**config.mk**
```make
export PLATFORM = sky130hd
export DESIGN_NAME = spi_word_assembler
export DESIGN_NICKNAME = d
export VERILOG_FILES = /design/src/rtl/spi_pkg.sv /design/src/rtl/spi_sync_fifo.sv /design/src/rtl/spi_word_assembler.sv
export SDC_FILE = /design/constraint.sdc
export NUM_CORES = 1
export LEC_CHECK = 0
export CAP_MARGIN = 20
export CORE_MARGIN = 4
export CORE_UTILIZATION = 40
export DETAILED_ROUTE_END_ITERATION = 8
export MAX_ROUTING_LAYER = met4
export PLACE_DENSITY_LB_ADDON = 0.2
export SLEW_MARGIN = 30
export SYNTH_ARGS = -nofsm -noshare
export SYNTH_HDL_FRONTEND = slang
export SYNTH_SLANG_ARGS = --single-unit
export TNS_END_PERCENT = 50
```
**constraint.sdc**
```tcl
create_clock -name clk -period 2.3 [get_ports clk]
set_input_delay 0.46 -clock clk [delete_from_list [all_inputs] [get_ports clk]]
set_output_delay 0.46 -clock clk [all_outputs]
set_load 0.05 [all_outputs]
```
**src/rtl/spi_pkg.sv**
```systemverilog
// Shared constants for the SPI word path.
// Byte width, debug counter width and assembler state codes.
package spi_pkg;

  localparam int BYTE_W = 8;
  localparam int TCNT_W = 16;

  localparam logic [1:0] ST_IDLE    = 2'd0;
  localparam logic [1:0] ST_COLLECT = 2'd1;
  localparam logic [1:0] ST_PUSH    = 2'd2;

  // Counter width that stays >= 1 even for n == 1.
  function automatic int cnt_w(input int n);
    return (n > 1) ? $clog2(n) : 1;
  endfunction

endpackage

```
**src/rtl/spi_sync_fifo.sv**
```systemverilog
// Show-ahead synchronous FIFO for assembled words.
// A push into a full FIFO is taken only when a pop frees the head slot.
module spi_sync_fifo #(
  parameter int WIDTH = 24,
  parameter int DEPTH = 4
) (
  input  logic                     clk,
  input  logic                     rst,
  input  logic                     push,
  input  logic                     pop,
  input  logic [WIDTH-1:0]         wdata,
  output logic [WIDTH-1:0]         rdata,
  output logic                     full,
  output logic                     empty,
  output logic [$clog2(DEPTH):0]   level
);
  import spi_pkg::*;

  localparam int PTR_W = cnt_w(DEPTH);
  localparam int LVL_W = $clog2(DEPTH) + 1;

  logic [WIDTH-1:0] mem_q [DEPTH];
  logic [WIDTH-1:0] mem_d [DEPTH];
  logic [PTR_W-1:0] wptr_q, wptr_d;
  logic [PTR_W-1:0] rptr_q, rptr_d;
  logic [LVL_W-1:0] level_q, level_d;
  logic             do_push;
  logic             do_pop;

  assign empty   = (level_q == '0);
  assign full    = (level_q == LVL_W'(DEPTH));
  assign do_pop  = pop && !empty;
  assign do_push = push && (!full || do_pop);
  assign rdata   = empty ? '0 : mem_q[rptr_q];
  assign level   = level_q;

  // Next storage, pointers and exact occupancy.
  always_comb begin
    mem_d   = mem_q;
    wptr_d  = wptr_q;
    rptr_d  = rptr_q;
    level_d = level_q;
    if (do_push) begin
      mem_d[wptr_q] = wdata;
      wptr_d        = wptr_q + 1'b1;
    end
    if (do_pop) begin
      rptr_d = rptr_q + 1'b1;
    end
    case ({do_push, do_pop})
      2'b10:   level_d = level_q + 1'b1;
      2'b01:   level_d = level_q - 1'b1;
      default: level_d = level_q;
    endcase
  end

  // Register FIFO state.
  always_ff @(posedge clk) begin
    if (rst) begin
      for (int i = 0; i < DEPTH; i++) begin
        mem_q[i] <= '0;
      end
      wptr_q  <= '0;
      rptr_q  <= '0;
      level_q <= '0;
    end else begin
      mem_q   <= mem_d;
      wptr_q  <= wptr_d;
      rptr_q  <= rptr_d;
      level_q <= level_d;
    end
  end

endmodule

```
**src/rtl/spi_word_assembler.sv**
```systemverilog
// Packs SPI bytes into words and queues them for the command logic.
// Partial words are dropped after an idle timeout.
module spi_word_assembler #(
  parameter int BYTES_PER_WORD   = 3,
  parameter int TIMEOUT_CYCLES   = 2000,
  parameter int FIFO_DEPTH       = 4,
  parameter int IRQ_PULSE_CYCLES = 1,
  parameter int MSB_FIRST        = 1
) (
  input  logic                            clk,
  input  logic                            rst,
  input  logic                            spi_slave_data_valid,
  input  logic [7:0]                      spi_slave_byte,
  output logic [8*BYTES_PER_WORD-1:0]     spi_data,
  output logic                            spi_data_valid,
  input  logic                            spi_data_ready,
  output logic                            spi_listener_interrupt,
  output logic                            frame_error,
  output logic                            overflow,
  output logic [$clog2(FIFO_DEPTH):0]     fifo_level,
  output logic [15:0]                     timeout_cnt
);
  import spi_pkg::*;

  localparam int W     = BYTE_W * BYTES_PER_WORD;
  localparam int CNT_W = cnt_w(BYTES_PER_WORD);
  localparam int IRQ_W = cnt_w(IRQ_PULSE_CYCLES + 1);

  logic [1:0]        state_q, state_d;
  logic [CNT_W-1:0]  byte_cnt_q, byte_cnt_d;
  logic [W-1:0]      shift_q, shift_d;
  logic [TCNT_W-1:0] tcnt_q, tcnt_d;
  logic [IRQ_W-1:0]  irq_q, irq_d;
  logic              ferr_q, ferr_d;
  logic              ovf_q, ovf_d;
  logic [CNT_W-1:0]  lane;
  logic              last;
  logic              expired;
  logic              push;
  logic              pop;
  logic              push_ok;
  logic              full;
  logic              empty;

  assign last    = (byte_cnt_q == CNT_W'(BYTES_PER_WORD - 1));
  assign expired = (tcnt_q == TCNT_W'(TIMEOUT_CYCLES - 1));
  assign push    = (state_q == ST_PUSH);
  assign pop     = spi_data_ready && !empty;
  assign push_ok = push && (!full || pop);

  // Byte lane for the current slot, honouring byte order.
  always_comb begin
    lane = byte_cnt_q;
    if (MSB_FIRST != 0) begin
      lane = CNT_W'(BYTES_PER_WORD - 1) - byte_cnt_q;
    end
  end

  // Assembler FSM: collect bytes, hand a full word to the FIFO.
  always_comb begin
    state_d    = state_q;
    byte_cnt_d = byte_cnt_q;
    shift_d    = shift_q;
    ferr_d     = 1'b0;
    if (spi_slave_data_valid) begin
      if (byte_cnt_q == '0) begin
        shift_d = '0;
      end
      shift_d[lane*BYTE_W +: BYTE_W] = spi_slave_byte;
      if (last) begin
        state_d    = ST_PUSH;
        byte_cnt_d = '0;
      end else begin
        state_d    = ST_COLLECT;
        byte_cnt_d = byte_cnt_q + 1'b1;
      end
    end else begin
      case (state_q)
        ST_PUSH: state_d = ST_IDLE;
        ST_COLLECT: begin
          if (expired) begin
            state_d    = ST_IDLE;
            byte_cnt_d = '0;
            ferr_d     = 1'b1;
          end
        end
        default: state_d = state_q;
      endcase
    end
  end

  // Idle counter inside a partial word, saturating.
  always_comb begin
    tcnt_d = '0;
    if (!spi_slave_data_valid &&
        state_q == ST_COLLECT && !expired) begin
      tcnt_d = (tcnt_q == '1) ? tcnt_q : tcnt_q + 1'b1;
    end
  end

  // IRQ stretcher restarts on every accepted push; overflow flag.
  always_comb begin
    ovf_d = push && full && !pop;
    irq_d = '0;
    if (push_ok) begin
      irq_d = IRQ_W'(IRQ_PULSE_CYCLES);
    end else if (irq_q != '0) begin
      irq_d = irq_q - 1'b1;
    end
  end

  // Register assembler state.
  always_ff @(posedge clk) begin
    if (rst) begin
      state_q    <= ST_IDLE;
      byte_cnt_q <= '0;
      shift_q    <= '0;
      tcnt_q     <= '0;
      irq_q      <= '0;
      ferr_q     <= 1'b0;
      ovf_q      <= 1'b0;
    end else begin
      state_q    <= state_d;
      byte_cnt_q <= byte_cnt_d;
      shift_q    <= shift_d;
      tcnt_q     <= tcnt_d;
      irq_q      <= irq_d;
      ferr_q     <= ferr_d;
      ovf_q      <= ovf_d;
    end
  end

  spi_sync_fifo #(
    .WIDTH (W),
    .DEPTH (FIFO_DEPTH)
  ) u_fifo (
    .clk   (clk),
    .rst   (rst),
    .push  (push),
    .pop   (pop),
    .wdata (shift_q),
    .rdata (spi_data),
    .full  (full),
    .empty (empty),
    .level (fifo_level)
  );

  assign spi_data_valid         = !empty;
  assign spi_listener_interrupt = (irq_q != '0);
  assign frame_error            = ferr_q;
  assign overflow               = ovf_q;
  assign timeout_cnt            = tcnt_q;

endmodule

```
==> key figures <==
Run status
  – Status: complete, but fails checks
  – Failing checks: negative setup slack

Routing
  – Drt wl/cell: approximately 17 um
  – Via count: a little under 5000
  – Post-route DRC violation count: 0
  – Final wirelength: roughly 16 mm
  – Starting DRT DRC Count: 347
  – Total iterations of the first detailed-routing run: 7
  – Vias/cell: between 5 and 6
  – Number of antenna-violating nets in the routed design: 0

Floorplanning
  – Die Wd: about 140 um
  – Rows: 46
  – Core ar.: 16100 um2
  – Top-Level Pins: 59
  – Die Footprint: between 15000 and 20000 um2
  – Initial Util: 0.414
  – Die Height: around 140 um

Setup path
  – Critical Path AT: ~1900 ps
  – Family with the most delay on the worst path: multiplexers
  – Buffers & Inverters on Critical Path: 2
  – Worst reg2reg path startpoint: u_fifo.level[0]$_SDFFE_PP0P_
  – Cells along the critical path: buf_12, mux4_2, and2_4, buf_6
  – R2R setup slack: around 130 ps
  – Worst Setup Path Type: reg2out
  – Max incr delay on CP: 520 ps
  – Worst R2R End: u_fifo.level[2]$_SDFFE_PP0P_
  – CP max FO: 10
  – Startpoint Class: flop
  – Worst path depth: 4
  – CP required: ~1800 ps
  – R2R depth: 8
  – Slowest-stage cell, CP: mux4_2
  – Crit end category: output pin

Global route
  – Largest net degree at the start of global routing: 134
  – GRT overflow: 0
  – Vias in the first global route: about 5000
  – Global-route wire length before repair: between 20 and 30 mm
  – M1 GR Usage: 0.225
  – Initial antenna violation count: 0
  – Global route hottest layer: met2
  – Met3 Use GR: 0.0393
  – GRT Total Usage: 0.186
  – Grt met2 use: 0.305

Synthesis
  – Synth Cell Area: about 6600 um2
  – Area leader, netlist: dfxtp_1
  – Async set or reset register ratio after synthesis: 0
  – Post-synth EDFFs: 0
  – Top-area cell type share of the netlist area: 0.452
  – Largest cells by area after synthesis: dfxtp_1 45%, mux2i_1 15%, mux4_2 8.1%
  – Seq/Total Area, Yosys: 0.452
  – Synth cell types: 46
  – Top_reg_cell synth: dfxtp_1
  – Synthesized net count: approximately 660
  – Top-count cell post-synth: dfxtp_1
  – Top cells by count, synth: 150 x dfxtp_1, 136 x nor2_1, 98 x mux2i_1
  – Flops & latches, synth: 150
  – Mapped Cells: 632
  – Yosys warns: 0
  – Syn Area/Cell: ~11 um2

STA
  – Rel. slew slack: 0.588
  – Clock skew: around 7.7 ps
  – Pin slew with the least headroom to its limit: 618 ps
  – Pins Over Slew Limit: 0
  – Fmax: 434 MHz
  – Final worst path period need: roughly 2300 ps
  – Ratio of final minimum period to clock period: 1.00
  – RSZ-0062 raised after global routing: true
  – Final Setup Violations: 1
  – Final Hold Vio Count: 0
  – Total Neg Setup Slack: -5.16 ps
  – Worst setup margin: -5.16 ps
  – Min Hold Slack: around 360 ps

Clock network
  – H-Tree Depth: 4
  – Clock transition at path regs: around 60 ps
  – CTS tree: done
  – Root buffer cell: clkbuf_16
  – Num CTS Buffers: 17
  – Clk_lat worst skew: 420 ps
  – Sink count of the clock tree: 150
  – Max clock buf depth: 2

Power
  – Power per cell area: 659 nW/um2
  – Overall Power: between 0.005 and 0.006 W
  – Static leakage: 3.76 nW
  – VDD IR max: between 0.5 and 0.6 mV

Cells and area
  – NumNets Final: 728
  – # diodes: 0
  – Post-layout util: 0.524
  – Area delta synth->final: 26.7%
  – Layout cells sized above 1: 0.223
  – Fill count: about 1400

Flow run
  – Max Cap Viol: 0

Min path
  – Worst Hold Depth: 3
  – Min-delay src: rst
  – Hold Crit Class: in2reg
  – Worst Hold Path EP: frame_error$_SDFF_PP0_

Placement
  – Placer Congestion: about 0.79
  – Buffers on Ports: between 50 and 60
  – Post-DP HPWL: ~10 mm
## worst max-delay path by stage
stage                                  start                            to  slack (ps)
3_3_place_gp                  spi_data_ready  u_fifo.level[2]$_SDFFE_PP0P_        -350
5_1_grt        u_fifo.rptr_q[1]$_SDFFE_PP0P_                   spi_data[2]         -60
2_1_floorplan                 spi_data_ready  u_fifo.level[2]$_SDFFE_PP0P_         -30
6_report       u_fifo.rptr_q[1]$_SDFFE_PP0P_                  spi_data[20]          -5
3_5_place_dp                  spi_data_ready  u_fifo.level[2]$_SDFFE_PP0P_        -400
4_1_cts        u_fifo.rptr_q[1]$_SDFFE_PP0P_                  spi_data[20]         -40
## stage by stage
stage               area [um2]  worst slack [ps]  instances
CTS                       8370             -36.4        931
detailed placement        7560              -400        896
global placement          7560              -351        896
global route              8410             -62.5        932
finish                    8410             -5.16        932
floorplan                 6680             -32.8        632
## report_power, final
group          switching [W]  internal, W
logic               0.000127    0.0000753
clock network        0.00110      0.00162
registers          0.0000220      0.00261
total                0.00125      0.00430
## cells by family after synthesis
group	Yosys count	synth area share
xor+xnor	6	0.00791
compound gates	57	0.0554
flops	150	0.452
fa+ha+maj	12	0.0237
buf+inv	52	0.0541
mux	122	0.229
simple gates	233	0.178
## layout make-up
class	count	area [um2]	share of cell area
clock buffer	19	443	0.0526
clock inverter	12	129	0.0153
inverter	11	41.3	0.00491
multi-input combinational	430	3360	0.400
sequential	150	3020	0.359
tap	216	270	0.0321
timing repair buffer	94	1150	0.136
## state kept, by name (all words and copies together) (netlist names)
register	cells
timeout_cnt	16
spi_listener_interrupt	1
state_q	2
u_fifo.wptr_q	2
byte_cnt_q	2
u_fifo.mem_q	96
frame_error	1
shift_q	24
u_fifo.level	3
u_fifo.rptr_q	2
overflow	1
## worst min-delay path: cells and delay by family
kind                   cells  cell delay [ps]
and+or+nand+nor            2              170
buffers and inverters      1              100
## layer usage
metal / vias to the layer above / share of wire / wire length (um)
met5: - / 0 / 0
met4: 0 / 0.021 / 333
met3: 24 / 0.033 / 532
met2: 87 / 0.50 / 8060
met1: 2469 / 0.44 / 7140
li1: 2369 / - / -
## cells in the final DEF (no fill, tap or decap), drive strengths merged, types with 4 or more instances in the layout
cell type	synthesis	layout
nand4	8	8
clkinvlp	0	4
a21oi	15	15
inv	11	13
nor4	6	6
ha	11	11
and2	27	27
clkbuf	19	19
a22oi	24	24
nor2	136	136
dfxtp	150	150
or3	8	8
mux4	24	24
mux2i	98	98
clkdlybuf4s50	0	31
clkinv	0	4
nand3	12	12
nand2b	4	4
buf	22	62
xor2	4	4
o21ai	9	9
nor3	8	8
nand2	13	13
## repair_timing
item	in CTS	in global routing
hold buffers	0	0
gates resized for setup	51	14
buffers inserted	2	1
cloned	2	0
pin swaps	1	9
setup endpoints to repair	24	24
Note: power is estimated with default switching activity, not from simulation.
